<file path="src/rtl/seq_mult_adder.sv">
// seq_mult_adder: chunk-serial signed dot-product with accumulate, D = C_in + sum(row[k]*column[k]).
module seq_mult_adder #(
    parameter int K         = 1,
    parameter int P         = 2,
    parameter int MAX_WIDTH = 16
) (
    input  logic                               clk_i,
    input  logic                               rst_i,
    input  logic signed [K-1:0][MAX_WIDTH-1:0] row,
    input  logic signed [K-1:0][MAX_WIDTH-1:0] column,
    input  logic signed [31:0]                 C_in,
    input  logic        [4:0]                  bitSizeA,
    input  logic        [4:0]                  bitSizeB,
    input  logic                               valid_in,
    output logic                               ready_in,
    output logic                               valid_out,
    input  logic                               ready_out,
    output logic signed [31:0]                 D
);
    localparam logic [4:0] MAX_CH = 5'(MAX_WIDTH / P);

    typedef enum logic [1:0] {IDLE, BUSY, DONE} state_t;

    state_t                     r_state, w_next;
    logic [K-1:0][MAX_WIDTH-1:0] r_row, r_col;
    logic [4:0]                 r_na, r_nb, r_i, r_j;
    logic signed [31:0]         r_acc, r_d, w_sum;
    logic signed [2*P+1:0]      w_pp;
    logic [7:0]                 w_sh;
    logic                       w_last, w_accept;

    function automatic logic [4:0] clamp(input logic [4:0] n);
        return (n == '0) ? 5'd1 : ((n > MAX_CH) ? MAX_CH : n);
    endfunction

    // Only the top chunk of an operand carries the sign; lower chunks are magnitude bits.
    function automatic logic signed [P:0] chunk(input logic [MAX_WIDTH-1:0] v, input logic [4:0] c, input logic [4:0] n);
        logic [P-1:0] w_bits;
        w_bits = P'(v >> (P * c));
        return (c == n - 5'd1) ? {w_bits[P-1], w_bits} : {1'b0, w_bits};
    endfunction

    assign w_accept  = (r_state == IDLE) && valid_in;
    assign w_last    = (r_i == r_na - 5'd1) && (r_j == r_nb - 5'd1);
    assign ready_in  = (r_state == IDLE);
    assign valid_out = (r_state == DONE);
    assign D         = r_d;

    always_comb begin
        w_sum = '0;
        w_pp  = '0;
        w_sh  = 8'(P) * (8'(r_i) + 8'(r_j));
        for (int k = 0; k < K; k++) begin
            w_pp  = chunk(r_row[k], r_i, r_na) * chunk(r_col[k], r_j, r_nb);
            w_sum = w_sum + (32'(w_pp) << w_sh);
        end
    end

    always_comb begin
        w_next = r_state;
        w_next = w_accept ? BUSY
               : (r_state == BUSY && w_last) ? DONE
               : (r_state == DONE && ready_out) ? IDLE
               : r_state;
    end

    always_ff @(posedge clk_i) begin
        if (rst_i) begin
            r_state <= IDLE;
            r_row   <= '0;
            r_col   <= '0;
            r_na    <= 5'd1;
            r_nb    <= 5'd1;
            r_i     <= '0;
            r_j     <= '0;
            r_acc   <= '0;
            r_d     <= '0;
        end else begin
            r_state <= w_next;
            if (w_accept) begin
                r_row <= row;
                r_col <= column;
                r_na  <= clamp(bitSizeA);
                r_nb  <= clamp(bitSizeB);
                r_i   <= '0;
                r_j   <= '0;
                r_acc <= C_in;
            end else if (r_state == BUSY) begin
                r_acc <= r_acc + w_sum;
                r_j   <= (r_j == r_nb - 5'd1) ? '0 : r_j + 5'd1;
                r_i   <= (r_j == r_nb - 5'd1) ? r_i + 5'd1 : r_i;
                if (w_last)
                    r_d <= r_acc + w_sum;
            end
        end
    end
endmodule

</file>
<file path="config.mk">
export PLATFORM = sky130hd
export DESIGN_NAME = seq_mult_adder
export DESIGN_NICKNAME = d
export VERILOG_FILES = /design/src/rtl/seq_mult_adder.sv
export SDC_FILE = /design/constraint.sdc
export NUM_CORES = 1
export LEC_CHECK = 0
export CAP_MARGIN = 10
export CELL_PAD_IN_SITES_DETAIL_PLACEMENT = 1
export CELL_PAD_IN_SITES_GLOBAL_PLACEMENT = 1
export CORE_ASPECT_RATIO = 0.8
export CORE_MARGIN = 2
export CORE_UTILIZATION = 46
export CTS_BUF_LIST = sky130_fd_sc_hd__clkbuf_8 sky130_fd_sc_hd__clkbuf_16
export CTS_CLUSTER_SIZE = 28
export DETAILED_ROUTE_END_ITERATION = 6
export DONT_BUFFER_PORTS = 1
export PLACE_DENSITY = 0.86
export SLEW_MARGIN = 30
export SYNTH_ARGS = -nofsm -noshare
export SYNTH_HDL_FRONTEND = slang
export SYNTH_SLANG_ARGS = --single-unit
</file>
<file path="constraint.sdc">
create_clock -name clk_i -period 8.4 [get_ports clk_i]
set_input_delay 0.84 -clock clk_i [delete_from_list [all_inputs] [get_ports clk_i]]
set_output_delay 0.84 -clock clk_i [all_outputs]
set_load 0.05 [all_outputs]
</file>
==> run_results.csv, run 1 <==
group,metric,value,unit
synth,yosys_warnings,0,
worst_setup_path,end_kind,"register",
sta,tns,0,ns
sta,tightest_slew,0.961,ns
detailed_routing,wl_met1,10.6,mm
cts,clock_latency,0.43,ns
run,maxCapViolCount,0,
worst_setup_path,cpPeakStageDelay,0.55,ns
worst_setup_path,cp_max_fo,8,
synth,yosysTopAreaCell,"dfxtp_1",
sta,setup_viol,0,
synth,yosysMostFrequentCell,"nand2_1",
cts,ctsHoldBuffers,0,
worst_setup_path,crit_type,"reg -> reg",
layout,antennaDiodeCount,0,
layout,fin_nets,1038,
synth,synth-main-ff-cell,"dfxtp_1",
grt,grt_use_total,25.9,%
placed_design,dp_hpwl,15.7,mm
detailed_routing,detail-route-antenna-nets,0,
die,core_area,15900,µm²
placed_design,place_congestion,0.874,
die,die_w,147,µm
grt,grt_pass1_vias,6875,
sta,final_hold_viol_count,0,
cts,post_cts_buffers,0,
synth,synthesis.area,7520,µm²
synth,yosys-top-cells-count,"nand2_1, dfxtp_1, a21oi_1",
synth,synth-seq-cells,118,
outcome,status,"complete, no violations",
placed_design,pre_cts_ws,0.976,ns
placed_design,port_buffers,0,
layout,fin_cells,1137,
detailed_routing,wl_met3,1.29,mm
layout,drive_above_1_share,7.59,%
die,initial_core_util,47.3,%
worst_setup_path,slowest_stage,"fa_1",
synth,ys_seq_area_share,31.4,%
sta,finClkSkew,0.0157,ns
grt,grt_max_degree,116,
synth,ys_types,71,
placed_design,placed_cells,1105,
synth,syn_nets,1071,
cts,clock-sinks,118,
cts,cts.root.buffer_cell,"clkbuf_16",
cts,cts_buffer_depth,2,
synth,synth_top_area_share,31.4,%
layout,utilization,51.4,%
grt,grt_pass1_wl,36.2,mm
die,die_h,118,µm
die,io_pins,112,
layout,area_growth_syn_to_layout,8.71,%
worst_setup_path,worstSetupStartpointType,"register",
grt,antenna_found_initial,0,
worst_setup_path,cp-startpoint,"r_i[2]",
power_and_ir_drop,p_leak,3.30,nW
cts,htree_num_levels,4,
power_and_ir_drop,peakVddDrop,0.125,mV
cts,cts_buffers,17,
worst_setup_path,rrSetupSlack,0.79,ns
die,fp.dieArea,17400,µm²
synth,synthArstFlopShare,0,%
worst_setup_path,cpMostUsedCell,"a21oi_1",
detailed_routing,num_vias,6803,
cts,cts_tree,"yes",
cts,ctsResizeCount,0,
worst_hold_path,whs_path_depth,2,
detailed_routing,totalWireLength,22.2,mm
detailed_routing,routed_via_density,5.98,
sta,period_minus_slack,7.61,ns
power_and_ir_drop,powerDensity,193,nW/µm²
synth,synth_area_per_cell,7.99,µm²
sta,layout_setup_ws,0.790,ns
sta,drv_slew,0,
worst_setup_path,worstRegToRegCells,32,
synth,synth_edf_count,0,
detailed_routing,top_layer_used,"met4",
worst_hold_path,min-delay-start,"r_na[4]",
synth,synth_area_leaders,"dfxtp_1, a21oi_1, ha_1, nand2_1, nor2_1",
worst_hold_path,hold_path.class,"reg -> reg",
worst_setup_path,arrival,7.91,ns
detailed_routing,wl_per_cell,19.5,µm
worst_setup_path,rr_startpoint,"r_i[2]",
worst_setup_path,cp.required,8.70,ns
synth,syn_inst,942,
grt,grt_overflow,0,
detailed_routing,wl_met2,10.0,mm
sta,rsz0062_at_grt,"no",
sta,relSlewSlack,35.7,%
cts,clk_pin_slew,0.06,ns
die,rows,41,
detailed_routing,drtIter0Drc,444,
sta,max_freq,131,MHz
detailed_routing,drc,0,
sta,min_period_over_period,90.6,%
detailed_routing,firstDrtPassIters,5,
==> through the flow <==
stage          instance area [µm²]  hold WS, ns  power (mW)
3_3_place_gp                  7610        0.428       0.874
3_5_place_dp                  7610        0.440       0.883
2_1_floorplan                 7520        0.420       0.825
6_report                      8180        0.444        1.58
4_1_cts                       8180        0.449        1.59
5_1_grt                       8180        0.456        1.65
==> state kept, by name, summed over array words and instances, names as in the netlist <==
register  flops
r_acc        32
r_state       2
r_na          5
r_j           5
r_i           5
D            32
r_nb          5
r_col        16
r_row        16
==> per-layer routing <==
layer	global-route usage [%]	up-vias
met2	41.0	180
met5	0	-
met3	5.87	26
met1	35.4	3332
met4	7.75	0
li1	-	3265
==> cells in the final DEF (no fill, tap or decap), types with 3 or more instances in the layout <==
master,netlist,routed
nor3_1,17,17
o21a_1,6,6
a211oi_1,7,7
o32ai_1,3,3
o21ai_2,3,3
a22oi_1,30,30
xnor2_1,35,35
nor3b_1,4,4
or3_1,5,5
clkinv_4,0,3
nand2b_1,17,17
nor2_1,101,100
and3_1,5,5
a21o_1,19,19
o22ai_1,10,10
inv_6,0,3
nand2_1,129,129
clkbuf_16,0,17
o21bai_1,5,5
buf_4,2,7
xor2_1,17,17
o21ai_0,12,12
a21oi_1,112,112
o31ai_1,4,4
fa_1,7,7
inv_1,23,24
nand3_1,27,27
a31oi_1,7,7
or2_2,6,6
clkinvlp_4,0,5
mux2i_1,31,31
nand4_1,6,6
nor2b_1,15,14
ha_1,44,44
dfxtp_1,118,118
nor4_1,6,6
mux4_2,8,8
==> final timing paths <==
check             to
max            D[22]
min          r_na[4]
max reg2reg    D[22]
min reg2reg  r_na[4]
==> kinds of logic after synthesis <==
| group | after synthesis | share of synthesized area (%) |
|---|---|---|
| compound gates | 245 | 20.9 |
| xor+xnor | 52 | 6.05 |
| simple gates | 352 | 21.3 |
| flops | 118 | 31.4 |
| buf+inv | 83 | 4.41 |
| mux | 41 | 6.82 |
| fa+ha+maj | 51 | 9.18 |
==> worst max-delay path: cells and delay by family (launching register included) <==
kind | cells | cell delay, ns
DFF | 1 | 0.50
AOI/OAI and AO/OA | 14 | 2.33
xor gates and xnor gates | 2 | 0.68
adders and majority gates | 5 | 1.92
and+or+nand+nor | 10 | 2.00
buffers and inverters | 1 | 0.05
==> cell type report <==
cell class                 count  area, µm²
inverter                      24       90.1
multi-input combinational    741       4840
sequential                   118       2360
fill                        1950       7720
clock inverter                14        129
tap                          215        269
clock buffer                  18        439
timing repair buffer           7       52.6
==> power breakdown <==
group / internal [mW] / switching (mW) / total (mW) / leakage (nW)
clock: 0.416 / 0.285 / 0.701 / 0.267
combinational: 0.0963 / 0.163 / 0.259 / 2.07
sequential: 0.589 / 0.0301 / 0.619 / 0.963
Note: power is estimated with default switching activity, not from simulation.
==> run 2, diff against run 1 <==
--- a/config.mk
+++ b/config.mk
@@ -5,13 +5,12 @@
 export SDC_FILE = /design/constraint.sdc
 export NUM_CORES = 1
 export LEC_CHECK = 0
-export CAP_MARGIN = 10
+export CAP_MARGIN = 20
 export CELL_PAD_IN_SITES_DETAIL_PLACEMENT = 1
 export CELL_PAD_IN_SITES_GLOBAL_PLACEMENT = 1
 export CORE_ASPECT_RATIO = 0.8
 export CORE_MARGIN = 2
 export CORE_UTILIZATION = 46
-export CTS_BUF_LIST = sky130_fd_sc_hd__clkbuf_8 sky130_fd_sc_hd__clkbuf_16
 export CTS_CLUSTER_SIZE = 28
 export DETAILED_ROUTE_END_ITERATION = 6
 export DONT_BUFFER_PORTS = 1
==> run 2 against run 1 <==
Count of clock-buffer cells in the layout is 1 higher. Worst hold slack unchanged. Total power is essentially flat. First-iteration DRC count did not move. Final cell count unchanged. Critical path type unchanged. Core utilization unchanged. Worst setup slack better by 0.00053 ns. Sequential share of layout area unchanged. Combinational power hardly changed. Flip-flop and latch count did not move. Sequential power barely moved. Cell area unchanged.
==> run_results.csv, run 2 (synthesis results as in run 1) <==
group,metric,value,unit
layout,most-common-layout-cells,"nand2_1, dfxtp_1, a21oi_1",
grt,antenna_found_initial,0,
die,die_w,147,µm
grt,grt_pass1_vias,6875,
cts,ctsHoldBuffers,0,
layout,final_area,8180,µm²
sta,tightest_slew,0.961,ns
worst_setup_path,arrival,7.91,ns
power_and_ir_drop,p_leak,3.29,nW
power_and_ir_drop,intPower,1.10,mW
worst_setup_path,cpPeakStageDelay,0.55,ns
worst_setup_path,critPathTopFamily,"compound AO/OA/AOI/OAI gates",
sta,final_hold_viol_count,0,
cts,clock-sinks,118,
power_and_ir_drop,peakVddDrop,0.125,mV
detailed_routing,firstDrtPassIters,5,
power_and_ir_drop,finalPower,1.58,mW
layout,antennaDiodeCount,0,
detailed_routing,routed_via_density,5.98,
die,io_pins,112,
power_and_ir_drop,switching_share,30.2,%
detailed_routing,drtIter0Drc,444,
placed_design,pre_cts_ws,0.976,ns
detailed_routing,wl_per_cell,19.5,µm
sta,relSlewSlack,35.7,%
worst_setup_path,worstSetupStartpointType,"register",
die,rows,41,
detailed_routing,drc,0,
cts,post_cts_buffers,0,
placed_design,port_buffers,0,
grt,grt_use_total,25.9,%
sta,setup_viol,0,
power_and_ir_drop,powerDensity,193,nW/µm²
sta,layout_setup_ws,0.790,ns
worst_setup_path,cp.required,8.70,ns
sta,tns,0,ns
grt,grt_max_degree,116,
cts,cts.root.buffer_cell,"clkbuf_16",
power_and_ir_drop,pwr-share-clk,44.4,%
cts,cts_buffers,17,
die,fp.dieArea,17400,µm²
sta,period_minus_slack,7.61,ns
cts,ctsResizeCount,0,
worst_setup_path,path_buf_inv,1,
power_and_ir_drop,p_seq_share,39.2,%
cts,cts_tree,"yes",
grt,grt_pass1_wl,36.2,mm
sta,finClkSkew,0.0157,ns
worst_hold_path,hold_path.class,"reg -> reg",
layout,fin_nets,1038,
cts,clock_latency,0.43,ns
cts,htree_num_levels,4,
sta,drv_slew,0,
sta,min_period_over_period,90.6,%
placed_design,place_congestion,0.874,
layout,layout_commonest_cell,"nand2_1",
layout,fin_cells,1137,
layout,drive_above_1_share,7.59,%
sta,max_freq,131,MHz
power_and_ir_drop,p_switching,0.478,mW
run,maxCapViolCount,0,
detailed_routing,detail-route-antenna-nets,0,
outcome,status,"complete, no violations",
placed_design,placed_cells,1105,
worst_setup_path,cp_max_fo,8,
power_and_ir_drop,comb_power_share,16.4,%
detailed_routing,num_vias,6799,
placed_design,dp_hpwl,15.7,mm
grt,grt_overflow,0,
worst_setup_path,end_kind,"register",
sta,rsz0062_at_grt,"no",
detailed_routing,totalWireLength,22.2,mm
die,die_h,118,µm
placed_design,dpl_cell_area,7610,µm²
worst_setup_path,slowest_stage,"fa_1",
cts,clk_pin_slew,0.06,ns
worst_setup_path,crit_type,"reg -> reg",
worst_setup_path,cpMostUsedCell,"a21oi_1",
die,initial_core_util,47.3,%
cts,cts_buffer_depth,2,
layout,area_growth_syn_to_layout,8.71,%
die,core_area,15900,µm²
==> run 2: layout make-up <==
| type | count | area, µm² |
|---|---|---|
| Clock buffer | 19 | 443 |
| Timing Repair Buffer | 7 | 52.6 |
| Multi-Input combinational cell | 741 | 4840 |
| Fill cell | 1950 | 7720 |
| Sequential cell | 118 | 2360 |
| Inverter | 24 | 90.1 |
| Tap cell | 215 | 269 |
| Clock inverter | 13 | 125 |
==> run 2: power groups by stage <==
stage                     sequential [mW]  clock, mW  combinational [mW]
final                               0.619      0.702               0.259
after global routing                0.622      0.738               0.286
after detailed placement            0.630          0               0.253
after CTS                           0.619      0.714               0.257
after global placement              0.629          0               0.245
after floorplan                     0.619          0               0.206
==> run 2: final timing paths <==
path	start	end	slack, ns	cells after the start
min	r_na[4]	r_na[4]	0.44	2
max reg2reg	r_i[2]	D[22]	0.79	32
min reg2reg	r_na[4]	r_na[4]	0.44	2
max	r_i[2]	D[22]	0.79	32
==> run 2: per-layer routing <==
layer	up-vias	GRT usage [%]	wire length [µm]
met5	-	0	0
met4	0	7.75	264
met3	26	5.87	1300
met2	180	41.0	10000
met1	3328	35.4	10600
li1	3265	-	-
==> run 2: worst register-to-register path, delay by kind of cell (launching register included) <==
kind | cells | cell delay, ns
xor+xnor | 2 | 0.68
simple gates | 10 | 2.00
compound gates | 14 | 2.33
buf+inv | 1 | 0.05
flops | 1 | 0.50
fa+ha+maj | 5 | 1.92
==> run 2: metrics by stage <==
step	util (%)	hold WS (ns)
2_1_floorplan	-	0.420
3_3_place_gp	47.9	0.428
3_5_place_dp	47.9	0.440
4_1_cts	51.4	0.449
5_1_grt	51.4	0.456
6_report	51.4	0.444
